**config.mk**
```make
export PLATFORM = sky130hd
export DESIGN_NAME = pool_result_collector
export DESIGN_NICKNAME = d
export VERILOG_FILES = /design/src/rtl/pool_result_collector.sv
export SDC_FILE = /design/constraint.sdc
export NUM_CORES = 2
export LEC_CHECK = 0
export ABC_AREA = 1
export ABC_CLOCK_PERIOD_IN_PS = 2600
export CELL_PAD_IN_SITES_DETAIL_PLACEMENT = 1
export CELL_PAD_IN_SITES_GLOBAL_PLACEMENT = 1
export CORE_MARGIN = 2
export CORE_UTILIZATION = 41
export DETAILED_ROUTE_END_ITERATION = 10
export PLACE_DENSITY = 0.79
export SLEW_MARGIN = 20
export SYNTH_ARGS = -nofsm -noshare
export SYNTH_HDL_FRONTEND = slang
export SYNTH_SLANG_ARGS = --single-unit
```
**constraint.sdc**
```tcl
create_clock -name clk -period 2.6 [get_ports clk]
set_input_delay 0.52 -clock clk [delete_from_list [all_inputs] [get_ports clk]]
set_output_delay 0.52 -clock clk [all_outputs]
set_load 0.03 [all_outputs]
```
**src/rtl/pool_result_collector.sv**
```systemverilog
// pool_result_collector: gathers one pooled map of OUT_DIM*OUT_DIM samples into a buffer and serves host reads.
// Optional POOL_COLLECT_RELU_EN stores negative samples as zero.
module pool_result_collector #(
    parameter int DATA_WIDTH = 16,
    parameter int OUT_DIM = 14,
    localparam int DEPTH = OUT_DIM * OUT_DIM,
    localparam int CW = $clog2(DEPTH + 1),
    localparam int AW = $clog2(DEPTH)
) (
    input  logic                  clk,
    input  logic                  rst,
    input  logic                  start,
    input  logic [DATA_WIDTH-1:0] pool_in,
    input  logic                  pool_valid,
    input  logic                  pool_last,
    output logic                  busy,
    output logic                  done,
    output logic [CW-1:0]         count,
    output logic                  overflow,
    output logic                  underrun,
    input  logic                  rd_en,
    input  logic [AW-1:0]         rd_addr,
    output logic [DATA_WIDTH-1:0] rd_data,
    output logic                  rd_valid
);
    localparam logic [CW-1:0] FULL = CW'(DEPTH);

    typedef enum logic [1:0] {IDLE, COLLECT, DONE} state_t;

    state_t                state, state_n;
    logic [CW-1:0]         count_n;
    logic                  overflow_n, underrun_n, wr;
    logic [DATA_WIDTH-1:0] sample;
    logic [DATA_WIDTH-1:0] mem [DEPTH];

`ifdef POOL_COLLECT_RELU_EN
    assign sample = pool_in[DATA_WIDTH-1] ? '0 : pool_in;
`else
    assign sample = pool_in;
`endif

    assign busy = state == COLLECT;
    assign done = state == DONE;

    always_comb begin
        state_n = state;
        count_n = count;
        overflow_n = overflow;
        underrun_n = underrun;
        wr = 1'b0;
        if (start) begin
            state_n = COLLECT;
            count_n = '0;
            overflow_n = 1'b0;
            underrun_n = 1'b0;
        end else if (state == COLLECT) begin
            // count stays below FULL here, so the increment can never wrap
            wr = pool_valid;
            count_n = count + CW'(pool_valid);
            state_n = (count_n == FULL || pool_last) ? DONE : COLLECT;
            underrun_n = pool_last && count_n < FULL;
        end else if (state == DONE) begin
            overflow_n = overflow | pool_valid;
        end
    end

    always_ff @(posedge clk)
        if (wr) mem[count[AW-1:0]] <= sample;

    always_ff @(posedge clk or posedge rst) begin
        if (rst) begin
            state <= IDLE;
            count <= '0;
            overflow <= 1'b0;
            underrun <= 1'b0;
            rd_valid <= 1'b0;
            rd_data <= '0;
        end else begin
            state <= state_n;
            count <= count_n;
            overflow <= overflow_n;
            underrun <= underrun_n;
            rd_valid <= rd_en && state == DONE;
            // stale entries beyond the current map read as zero
            if (rd_en && state == DONE) rd_data <= (CW'(rd_addr) < count) ? mem[rd_addr] : '0;
        end
    end
endmodule

```
Yosys cells after proc, flatten, opt, wreduce, memory -nomap -nowiden
Memories as Yosys holds them, arrays and structs flattened.
Index checks and enable logic that the tools add are counted.
{ "word_totals": {"register_bits": 29, "latch_bits": 0, "ramBits": 3136, "rom_bits": 0, "in_bits": 30, "wordCells": 36, "n_memories": 1} }
{ "classes": {"n_addsub": 1, "n_mul": 0, "div": 0, "magnitude_cmp": 2, "eq_ne": 4, "shifts": 0, "n_mux": 15, "n_bitwise": 1, "n_reduce_logical": 6} }
{ "mem_list": {"columns": ["memory", "words", "word_bits", "read_ports", "rd_clocked_by_memory_dff", "wr", "line_no", "text"], "rows": [
  ["mem", 196, 16, 1, 0, 1, "34", "logic [DATA_WIDTH-1:0] mem [DEPTH];"]
]} }
{ "op_table": {"columns": ["op", "count"], "rows": [
  ["$mux 16", 1],
  ["$mux 8", 2],
  ["$mux 1", 9],
  ["$add 8x1->8", 1],
  ["$eq 8x8->1 const B", 1],
  ["$lt 8x8->1", 1],
  ["$lt 8x8->1 const B", 1],
  ["$mux 2", 3],
  ["$reduce_bool 2->1", 2],
  ["$eq 2x1->1 const B", 1],
  ["$eq 2x2->1 const B", 1],
  ["$logic_and 1x1->1", 2],
  ["$ne 2x2->1 const B", 1],
  ["$reduce_and 2->1", 1],
  ["$logic_or 1x1->1", 1],
  ["$or 1x1->1", 1]
]} }

Depth between registers and ports, before layout
{ "logic_depth": {"word_depth": 6, "ltp_mapped": 15, "depth_no_buf": 13} }

Least setup slack after synthesis
No wires, ideal clock.
{ "synth_timing": {"kind": "reg2reg", "startpoint": "register state[0]", "endpoint": "memory mem[38][0], enable pin", "setup_ps": 388, "arrival_ps": 2259, "slack_ps": -48, "stages_incl_launch_ff": 10, "n_path_buf": 1, "synth_period_minus_slack_ps": 2648, "path_cell_list": "dfrtp_1 > inv_2 > nor2_4 > nand2_2 > inv_2 > nand2_2 > nor3_4 > nand3_1 > buf_2 > nor2_1"} }
{ "synth_via": {"elab_chain_cells": 5} }
{ "synth_rtl": {"columns": ["item", "line_no", "text"], "rows": [
  ["start: declaration", "30", "state_t state, state_n;"],
  ["start signal: assignment", "79", "state <= state_n;"],
  ["$eq 2x1->1", null, null],
  ["via busy", "16", "output logic busy,"],
  ["$mux 1", "56", "end else if (state == COLLECT) begin"],
  ["$mux 1", "51", "if (start) begin"],
  ["$mux 1", "68", "if (wr) mem[count[AW-1:0]] <= sample;"],
  ["$mux 1 (implied by the code)", "68", null],
  ["end: declaration", "34", null]
]} }
The timed path passes the listed nets, and every way through them passes these cells.

Final worst setup path
{ "layout_timing": {"startpoint": "input port rd_addr[0]", "endpoint": "register rd_data[10]"} }
{ "layout_via": {"elab_chain_cells": 2, "elab_cells_between_ends": 3, "classes_between": "1 x order compare; 1 x mux; 1 x memory"} }
{ "layout_rtl": {"columns": ["item", "line_no", "text"], "rows": [
  ["start: declaration", "22", "input logic [AW-1:0] rd_addr,"],
  ["$mem_v2 196x16 / $lt 8x8->1 (equally long branches)", null, null],
  ["$mux 16 (*)", "85", "if (rd_en && state == DONE) rd_data <= (CW'(rd_addr) < count) ? mem[rd_addr] : '0;"],
  ["end signal: assignment", "85", null],
  ["end: declaration", "23", "output logic [DATA_WIDTH-1:0] rd_data,"]
]} }
Every way passes the cells marked *; elsewhere a longest branch is shown, timed or not.
A chain may end at the register's enable or synchronous reset.

==> results list <==
* Status: finished, violations left
- The checks that failed: setup timing.
- Dividing the detail-routed wire length by the instance count gives 30.5 um.
- Sequential cell area fraction in the yosys report: 0.741
- Number of port buffers: 58
- Setup TNS: -0.0541 ns
- In the post-route analysis, the smallest setup slack over all paths is -0.0541 ns.
- The number of antenna violations at the first check in global routing was 32.
- The startpoint identified for the worst hold timing path is pool_in[10].
- Hold Path Stages: 1
- In this run the remaining antenna-violating nets after routing total 0.
- Via count: 95500
- At the end of routability-driven placement, the weighted congestion stood at 0.897.
- Dividing total power by cell area gives a power density of 741 nW/um2.
- For this design the static power due to leakage is 53.9 nW.
- CTS clk-pin slew, worst paths: 0.06 ns
* Pre-CTS WS: -0.843 ns
* Total DRC errors in the routed layout: 0
- At the worst endpoint, the required time is 3.42 ns.
- Clock insertion delay at the later pin of the skew report: 0.95 ns
* Clock skew: 0.0724 ns
- Gate count of the mapped netlist: 10500
* Global-route wire length before repair: 686 mm
- The worst register-to-register path begins at state[0]$_DFFE_PP0P_.
* Final Hold Vio Count: 0
- Setup slack on the worst reg-to-reg path comes out at 0.13 ns.
- Share of the clock period used by the worst path: 1.02
- Number of CTS-inserted buffers: 332
- Share of final-layout standard cells stronger than drive strength 1: 0.128
- Setup repair after global routing left no endpoint under its margin.
- Counting distinct cell types in the post-synthesis netlist gives 33.
- Library cell occupying the most area in the post-synthesis netlist: sky130_fd_sc_hd__edfxtp_1
* Routed vias/inst: 6.15
- Total Routed Length: 473 mm
* Min Hold Slack: 0.120 ns
- The die covers 317000 um2.
- Layout overhead on the synthesized area: 18.7%
- At the pin with the least slew margin, the transition time is 1.11 ns.
- Yosys printed 0 warnings.
- Peak supply drop: 0.000549 V
- # rows: 205
- Once layout is done, the placed cells without fillers occupy 152000 um2.
* Mean instance size in the synthesized netlist: 12.2 um2
- DIE WIDTH: 563 um
* Cells on worst reg2reg path: 10
- FMAX: 377 MHz
- Dpl cell area: 141000 um2
- Global-route congestion overflow total: 0
- Final-report max-slew violation count: 0
- STA puts the critical path data arrival time at 3.48 ns.
- Setup violations remaining at the end of the flow were counted as 1.
- Counting every sink on the clock net gives 3165.
* Net count after synthesis: 10500
- After the first detailed-routing iteration, the DRC count stood at 14200.
- TritonCTS clock tree: yes
- Of the post-synthesis cell area, the dominant cell type holds 0.735.
* Largest fanout on the critical path: 14
- For hold timing, the worst endpoint is mem[44][10]$_DFFE_PP_.
- The via count of the first global-routing pass was 101000.
* Hold crit path type: input pin to register
- Initial standard-cell utilization of the core: 0.411
- In this run the cell area of the synthesized design comes to 128000 um2.
- The pre-antenna-repair detailed-routing pass consisted of 6 iterations.
- Setup crit end kind: register
- After floorplanning, the core was sized to cover 311000 um2.
- The worst setup path is launched from an input pin.
* Max clock buf depth: 4
* Number of enable flip-flop cells after synthesis: 3136
* Nets: 11100
- Height of the chip: 563 um
* Shortest clock period the worst path allows after layout: 2.65 ns
- The synthesized design contains 3165 register bits.
- Once layout is complete, the utilization of the core stands at 0.488.
* H-tree level count: 5
* Tot GR Track Use: 0.293
- In the synthesized netlist the dominant register cell turns out to be sky130_fd_sc_hd__edfxtp_1.
* Cells taking the most area after synthesis: sky130_fd_sc_hd__edfxtp_1, sky130_fd_sc_hd__nand3_1, sky130_fd_sc_hd__nand2_1, sky130_fd_sc_hd__buf_2, sky130_fd_sc_hd__nor2_1
* Classification of the worst setup path: input pin to register
- Of all flip-flops after synthesis, the portion carrying an async set or reset was 0.00916.
* Root cell of the clock tree: sky130_fd_sc_hd__clkbuf_16
- After legalization and detailed placement, the total HPWL measured 288 mm.
- Capturing point of the worst reg2reg path: mem[32][5]$_DFFE_PP_
- The tool flagged a number of max-cap violations equal to 0.
- Maximum number of pins on one net before global-route repair: 80
* Num ports: 59
* Worst slew slack as a fraction of its limit: 0.259
synth_stat cells (3+ instances only):
library cell               number
sky130_fd_sc_hd__nand2_2        3
sky130_fd_sc_hd__buf_12         5
sky130_fd_sc_hd__nor2_1       241
sky130_fd_sc_hd__a21oi_1        5
sky130_fd_sc_hd__clkbuf_1     125
sky130_fd_sc_hd__ha_1           9
sky130_fd_sc_hd__buf_1         62
sky130_fd_sc_hd__nand4_2        4
sky130_fd_sc_hd__nand3_1     3075
sky130_fd_sc_hd__inv_1         26
sky130_fd_sc_hd__nand3_2        3
sky130_fd_sc_hd__buf_4         98
sky130_fd_sc_hd__xor2_1         3
sky130_fd_sc_hd__buf_2        349
sky130_fd_sc_hd__nand2_1     3159
sky130_fd_sc_hd__o22ai_1       22
sky130_fd_sc_hd__buf_6         77
sky130_fd_sc_hd__o21ai_0       37
sky130_fd_sc_hd__nand4_1        3
sky130_fd_sc_hd__edfxtp_1    3136
sky130_fd_sc_hd__buf_8          5
sky130_fd_sc_hd__dfrtp_1       29
sky130_fd_sc_hd__inv_2          5
final cells by class:
class | instances | area, um2
Tap cell | 4140 | 5180
Fill cell | 31800 | 159000
Timing Repair Buffer | 994 | 12200
Inverter | 34 | 166
Antenna cell | 16 | 40.0
Multi-Input combinational cell | 6574 | 28900
Clock inverter | 203 | 2040
Clock buffer | 400 | 8680
Sequential cell | 3165 | 94900
worst max-delay path: stages:
cell and delay [ns]:
sky130_fd_sc_hd__buf_8 0.25, sky130_fd_sc_hd__inv_16 0.15, sky130_fd_sc_hd__buf_4 0.21, sky130_fd_sc_hd__buf_12 0.16
sky130_fd_sc_hd__buf_4 0.21, sky130_fd_sc_hd__buf_4 0.19, sky130_fd_sc_hd__nand2_1 0.08, sky130_fd_sc_hd__nand3_1 0.10
sky130_fd_sc_hd__nand3_1 0.14, sky130_fd_sc_hd__nand3_1 0.17, sky130_fd_sc_hd__nand3_1 0.17, sky130_fd_sc_hd__nand3_1 0.12
sky130_fd_sc_hd__nand3_1 0.35, sky130_fd_sc_hd__nand3_1 0.34, sky130_fd_sc_hd__nand3_1 0.18, sky130_fd_sc_hd__nand2_1 0.09
cells by family after synthesis:
group | count (synthesis) | share of synthesized area
AOI/OAI and AO/OA | 67 | 0.00295
and+or+nand+nor | 6494 | 0.221
DFF | 3165 | 0.741
adders and majority gates | 9 | 0.000879
xor gates and xnor gates | 4 | 0.000274
buffers and inverters | 755 | 0.0340
worst max path at each step:
stage	slack [ns]	to	from	cells after the start
global placement	-0.79	rd_data[0]$_DFFE_PP0P_	rd_addr[0]	16
detailed placement	-0.84	rd_data[0]$_DFFE_PP0P_	rd_addr[0]	16
CTS	0.004	count[4]	count[4]$_DFFE_PP0P_	1
global route	0.02	count[2]	count[2]$_DFFE_PP0P_	1
finish	-0.05	rd_data[10]$_DFFE_PP0P_	rd_addr[0]	16
floorplan	-0.05	mem[38][0]$_DFFE_PP_	state[0]$_DFFE_PP0P_	9
routing by layer:
layer	global-route usage	vias up	wire, um
li1	-	38800	-
met3	0.0644	1706	55300
met5	0	-	97
met2	0.472	6970	222000
met1	0.359	48100	162000
met4	0.181	14	33300
through the flow:
step                      power (mW)  cells
after detailed placement        65.4  14900
final                            113  15500
after global routing             115  15500
after CTS                        113  15500
after floorplan                 60.9  10500
after global placement          65.0  14900
report_power, final:
group,total (mW),switching (mW),internal [mW]
registers,56.4,0.230,56.1
logic,8.34,6.02,2.32
clock network,48.0,21.1,26.9
total,113,27.4,85.3
state kept, by name, indices dropped and copies added (netlist names):
register / count
rd_valid: 1
underrun: 1
overflow: 1
rd_data: 16
count: 8
state: 2
mem: 3136
layout by cell type (no fill, tap or decap), types with 8 or more instances in the layout:
cell type and instances:
sky130_fd_sc_hd__o21ai_0 37, sky130_fd_sc_hd__dlygate4sd2_1 24, sky130_fd_sc_hd__bufinv_16 29, sky130_fd_sc_hd__nand3_1 3072, sky130_fd_sc_hd__clkinvlp_4 11, sky130_fd_sc_hd__clkdlybuf4s50_1 9, sky130_fd_sc_hd__clkinv_2 56, sky130_fd_sc_hd__nand2_1 3159
sky130_fd_sc_hd__diode_2 16, sky130_fd_sc_hd__nor2_1 236, sky130_fd_sc_hd__buf_4 578, sky130_fd_sc_hd__buf_12 360, sky130_fd_sc_hd__clkbuf_1 60, sky130_fd_sc_hd__clkinv_1 82, sky130_fd_sc_hd__dfrtp_1 24, sky130_fd_sc_hd__clkbuf_8 22
sky130_fd_sc_hd__o22ai_1 22, sky130_fd_sc_hd__inv_1 23, sky130_fd_sc_hd__clkbuf_16 335, sky130_fd_sc_hd__ha_1 9, sky130_fd_sc_hd__edfxtp_1 3136, sky130_fd_sc_hd__clkinv_8 8
what timing repair did:
action / 4_1_cts / 5_1_grt
gates resized for setup: 29 / 5
endpoints found under the setup margin: 25 / 5
gates cloned: 0 / 0
hold endpoints to repair: 15 / 0
buffers inserted: 0 / 0
hold buffers: 1 / 0
Note: power is estimated with default switching activity, not from simulation.
